`config.mk`:
```
export PLATFORM = sky130hd
export DESIGN_NAME = demux14_seq
export DESIGN_NICKNAME = d
export VERILOG_FILES = /design/src/rtl/demux14_seq.sv
export SDC_FILE = /design/constraint.sdc
export NUM_CORES = 1
export LEC_CHECK = 0
export ABC_AREA = 1
export CORE_MARGIN = 2
export CORE_UTILIZATION = 41
export CTS_CLUSTER_DIAMETER = 120
export DETAILED_ROUTE_END_ITERATION = 16
export GPL_TIMING_DRIVEN = 0
export PLACE_DENSITY = 0.76
export SYNTH_ARGS = -nofsm -noshare
export SYNTH_HDL_FRONTEND = slang
export SYNTH_SLANG_ARGS = --single-unit
```
`constraint.sdc`:
```
create_clock -name clk -period 1.01 [get_ports clk]
set_clock_uncertainty 0.05 [all_clocks]
set_input_delay 0.303 -clock clk [delete_from_list [all_inputs] [get_ports clk]]
set_output_delay 0.303 -clock clk [all_outputs]
set_load 0.01 [all_outputs]
```
`src/rtl/demux14_seq.sv`:
```
// Registered 1-to-4 demultiplexer with a round-robin frame pointer.
// Each word is steered to one held channel register, either by s or by the pointer.
module demux14_seq #(
  parameter int W = 8
) (
  input  logic         clk,
  input  logic         rst_n,
  input  logic         in_valid,
  input  logic [W-1:0] in_data,
  input  logic         auto_mode,
  input  logic [1:0]   s,
  input  logic         frame_start,
  input  logic         err_clr,
  output logic [W-1:0] y0,
  output logic [W-1:0] y1,
  output logic [W-1:0] y2,
  output logic [W-1:0] y3,
  output logic [3:0]   v,
  output logic [1:0]   ptr,
  output logic         frame_done,
  output logic         err
);

  logic [1:0] eff_ptr;
  logic [1:0] tgt;
  logic       err_set;

  // frame_start forces the current word to channel 0 when it coincides with data
  always_comb begin
    eff_ptr = frame_start ? 2'd0 : ptr;
    tgt     = auto_mode ? eff_ptr : s;
    err_set = frame_start && (ptr != 2'd0);
  end

  always_ff @(posedge clk or negedge rst_n) begin
    if (!rst_n) begin
      y0 <= '0;
      y1 <= '0;
      y2 <= '0;
      y3 <= '0;
    end else if (in_valid) begin
      case (tgt)
        2'd0:    y0 <= in_data;
        2'd1:    y1 <= in_data;
        2'd2:    y2 <= in_data;
        default: y3 <= in_data;
      endcase
    end
  end

  always_ff @(posedge clk or negedge rst_n) begin
    if (!rst_n) begin
      v          <= '0;
      ptr        <= '0;
      frame_done <= 1'b0;
      err        <= 1'b0;
    end else begin
      v <= '0;
      if (in_valid) v[tgt] <= 1'b1;

      // manual-mode writes leave the pointer alone
      if (auto_mode && in_valid) ptr <= eff_ptr + 2'd1;
      else if (frame_start)      ptr <= 2'd0;

      frame_done <= auto_mode && in_valid && (eff_ptr == 2'd3);

      if (err_set)      err <= 1'b1;
      else if (err_clr) err <= 1'b0;
    end
  end

endmodule

```
# After elaboration in Yosys (flattened, before gate mapping)
# Cells that the tools add are included.
[classes]
add_sub_neg = 1
order_cmp = 2
eq_ne = 3
mux = 8
n_bitwise = 1
reduce_logical = 12
[op_table]
columns = ["op", "n"]
rows = [
  ["2-bit AND reduction", 4],
  ["2-bit two-way mux", 3],
  ["2-bit == test, second input constant", 2],
  ["1-bit logical AND", 4],
  ["4-bit two-way mux", 1],
  ["2-bit nonzero test", 2],
  ["2-bit by 3-bit < comparator with 1-bit output, second input constant", 1],
  ["1-bit two-way mux", 3],
  ["3-bit OR reduction", 1],
  ["2-bit by 1-bit adder with 2-bit output, second input constant", 1],
  ["1-bit demux with 2-bit select", 1],
  ["2-bit by 1-bit == test with 1-bit output, second input constant", 1],
  ["2-bit by 1-bit greater-or-equal comparator with 1-bit output, second input constant", 1],
  ["2-bit logical NOT", 1],
  ["1-bit NOT", 1],
]
[totals]
regBits = 40
in_bits = 16
out_inout_bits = 40
elab_cells = 35

# Depth between registers and ports, before layout
[logic_depth]
word_depth = 7
mapped_depth = 7
depth_no_buf = 7

# Least setup slack after synthesis
# OpenSTA, ideal clock, no wires.
[synth_path]
path_type = "input-to-reg"
from = "in auto_mode"
to = "reg y2[0]"
setup_ps = 117
t_arrival_ps = 1020
required_ps = 843
path_slack_ps = -178
cell_stages = 6
n_path_buf = 1
path_cell_list = "buf_6 or2_4 nand2_4 nand3_4 nand2_1 nand2_1"
[synth_between]
elab_chain_len = 3
[synth_lines]
columns = ["item", "line", "rtl"]
rows = [
  ["from (decl)", "10", "input logic auto_mode,"],
  ["2-bit two-way mux", "31", "tgt = auto_mode ? eff_ptr : s;"],
  ["2-bit == test", "42", "case (tgt)"],
  ["2-bit AND reduction (no source line)", "-", ""],
  ["to (signal assigned)", "45", "2'd2: y2 <= in_data;"],
  ["to (decl)", "16", "output logic [W-1:0] y2,"],
]
# Every way passes these cells.
# A chain may end at the register's enable or synchronous reset.

# Worst setup path in the final report
[layout_path]
from = "reg ptr[1]"
to = "reg y0[4]"
[layout_between]
elab_chain_len = 4
[layout_lines]
columns = ["item", "line", "rtl"]
rows = [
  ["from (decl)", "19", "output logic [1:0] ptr,"],
  ["from (signal assigned)", "62", "if (auto_mode && in_valid) ptr <= eff_ptr + 2'd1;"],
  ["2-bit two-way mux", "-", ""],
  ["2-bit two-way mux", "31", ""],
  ["2-bit logical NOT", "42", ""],
  ["2-bit AND reduction (no source line)", "-", ""],
  ["to (signal assigned)", "43", "2'd0: y0 <= in_data;"],
  ["to (decl)", "14", "output logic [W-1:0] y0,"],
]
# Every way passes these cells.

==> flow_summary.yaml <==
cts:
  cts.sinks: 40
  clk_pin_slew_ps: 80
  cts_tree: "yes"
  root_buffer: "clkbuf_8"
  clock_path_buffers: 2
  worst_skew_pair.late_latency_ps: 290
  cts_made_buffers: 5
  htreeDepth: 2
  hold_buffers: 0
status:
  run_status: "finished with violations"
  violations: "negative setup slack"
timing:
  rsz0062_at_grt: "true"
  setup_viol: 80
  worstMarginPinSlew_ps: 865.5
  relSlewSlack_pct: 42.30
  period_share_pct: 128.3
  setup_ws_ps: -286.0
  finalHoldViolCount: 0
  min_period_ps: 1296
  report.final.slew_viol_count: 0
  fmax_mhz: 771.6
critical_path:
  crit_required_ps: 1140
  crit_type: "flop to flop"
  reg2reg_slack_ps: -290
  timing.rr.start: "ptr[1]"
  cpMostUsedCell: "nand3_4"
  crit_chain: "buf_6 > nand3_4 > nand3_4 > o21bai_1 > nand2_1"
  crit_arrival_ps: 1430
  r2r_cells: 5
  slowest_stage: "dfrtp_1"
  critPathLaunchType: "flop"
  crit_path_end_kind: "flop"
  timing.rr.end: "y0[4]"
  cp_slowest_stage_delay_ps: 400
  worstPathMaxFanout: 7
synth:
  yosys_warnings: 0
  synth_area_sq_um: 1767
  synth_area_leader_cell: "dfrtp_1"
  synth_most_common_cell: "nand2_1"
  ys_seq_area_share_pct: 56.66
  ys_types: 20
  ys.flop_type: "dfrtp_1"
  synthArstFlopShare_pct: 100.0
  syn_avg_cell_area_sq_um: 9.761
  synth_top_area_share_pct: 56.66
  synth_edf_count: 0
  syn-instance-count: 181
  synth_common_cells: "78 x nand2_1, 40 x dfrtp_1, 17 x nand4_1"
  synth_seq_cells: 40
  synth_nets: 197
  synth_area_leaders: "dfrtp_1 57%, nand2_1 17%, nand4_1 6.0%, o21bai_1 3.4%, nand2_4 2.5%"
route:
  avgRoutedWirePerCell_um: 15.14
  vias: 1669
  viasPerCell: 4.997
  drc_errors: 0
  wl_um: 5057
  ant_nets: 0
  drt_first_iter_violations: 118
  drt_first_pass_iters: 4
placed_design:
  placed_cells: 285
  postPlaceCellArea_sq_um: 2387
  hpwlAfterDp_um: 2805
  portBuffers: 54
  place.gp.congestion: 0.7363
layout:
  stdcell_count: 334
  nets: 299
  seqCellArea_sq_um: 1002
  filler_cell_count: 323
  drive_gt1_share_pct: 42.25
  post-route-util_pct: 68.16
  area_delta_synth_final_pct: 57.65
  multi_input_area_sq_um: 850.8
  stdcell_area_sq_um: 2785
  n_antenna_cell: 0
grt:
  antenna_found_initial: 0
  grt_max_degree: 41
  grt_pass1_vias: 1567
  grt-ovfl-total: 0
  grt_first_pass_wirelength_um: 8086
  grt_usage_pct: 21.64
power_and_ir_drop:
  peakVddDrop_v: 0.001141
  p_leak_nw: 1.483
  p_total_mw: 4.852
  power_density_nw_per_um2: 1742
floorplan:
  core_sq_um: 4086
  pin_count: 56
  rows: 23
  die_area_sq_um: 4850
  fp.dieW_um: 69.65
  start_util_pct: 43.23
  die_y_um: 69.65
hold_path:
  hp-class: "primary input to asynchronous set/reset pin"
job:
  drv_cap: 0
-- layer usage --
layer	share of wire, %	routed length (um)	GRT usage [%]
met2	50	2535	33.87
met3	6.6	333	5.233
met1	42	2110	28.77
met4	1.6	79	9.188
met5	0	0	0
-- area by class of cell --
type / instances / share of cell area, %
multi-input cells: 129 / 30.55
clock buffers: 6 / 2.965
flip-flops and latches: 40 / 35.98
inverters: 13 / 1.842
plain buffers: 5 / 1.617
clock inverters: 2 / 0.3594
well taps: 50 / 2.246
repair buffers: 89 / 24.44
-- cells by family after synthesis --
family,after synthesis,synth area share (%)
buffers and inverters,18,5.311
XOR/XNOR,2,0.9917
AND/OR/NAND/NOR,111,33.07
flip-flops,40,56.66
AO/OA/AOI/OAI,10,3.966
-- flip-flops by register name, summed over array words and instances, names as in the netlist --
register,count
y1,8
err,1
ptr,2
y3,8
v,4
frame_done,1
y2,8
y0,8
-- per-stage QoR --
| step | setup WS [ps] | hold slack [ps] | TNS [ps] |
|---|---|---|---|
| after CTS | -286.0 | 107.2 | -14410 |
| final | -286.0 | 69.21 | -14120 |
| after floorplan | -144.4 | -42.59 | -3876 |
| after global routing | -352.4 | 143.3 | -17520 |
| after detailed placement | -763.3 | 407.4 | -37930 |
| after global placement | -1551 | 405.7 | -90050 |
-- repair_timing --
action                                  in CTS  in global routing
gates cloned                                 8                  0
pin swaps                                   36                 16
buffers inserted                            22                 12
resized for setup                          187                 11
endpoints found under the setup margin      79                 79
-- worst max path at each step --
| stage | from | endpoint | slack [ps] | cells past startpoint |
|---|---|---|---|---|
| 2_1_floorplan | auto_mode | y2[0] | -140 | 6 |
| 3_3_place_gp | rst_n | ptr[0] | -1550 | 1 |
| 3_5_place_dp | in_valid | y3[3] | -760 | 5 |
| 4_1_cts | ptr[1] | y0[5] | -290 | 6 |
| 5_1_grt | ptr[1] | y1[2] | -350 | 6 |
| 6_report | ptr[1] | y0[4] | -290 | 5 |
-- power by group --
group	internal [mW]	switching [mW]	total [mW]
registers	1.92	0.171	2.09
logic	0.861	0.832	1.69
clock network	0.544	0.528	1.07
total	3.32	1.53	4.85
-- placed cells by master (no fill, tap or decap), types with 3 or more instances in the layout --
cell and count:
buf_4 27, buf_12 3, o21bai_1 8, nand2_8 4, nand2_1 71, nand4_1 17, nand2_4 3, dlygate4sd2_1 3
inv_1 10, buf_6 13, clkbuf_8 6, buf_2 37, dfrtp_1 39, nand2_2 6, clkdlybuf4s50_1 9, nand3_4 9
-- critical path: cells and delay by family (launching register included) --
kind | cells | cell delay, ps
AND/OR/NAND/NOR | 3 | 390
buffers and inverters | 1 | 130
flip-flops | 1 | 400
AO/OA/AOI/OAI | 1 | 220
Power figures use the tool's default switching activity.
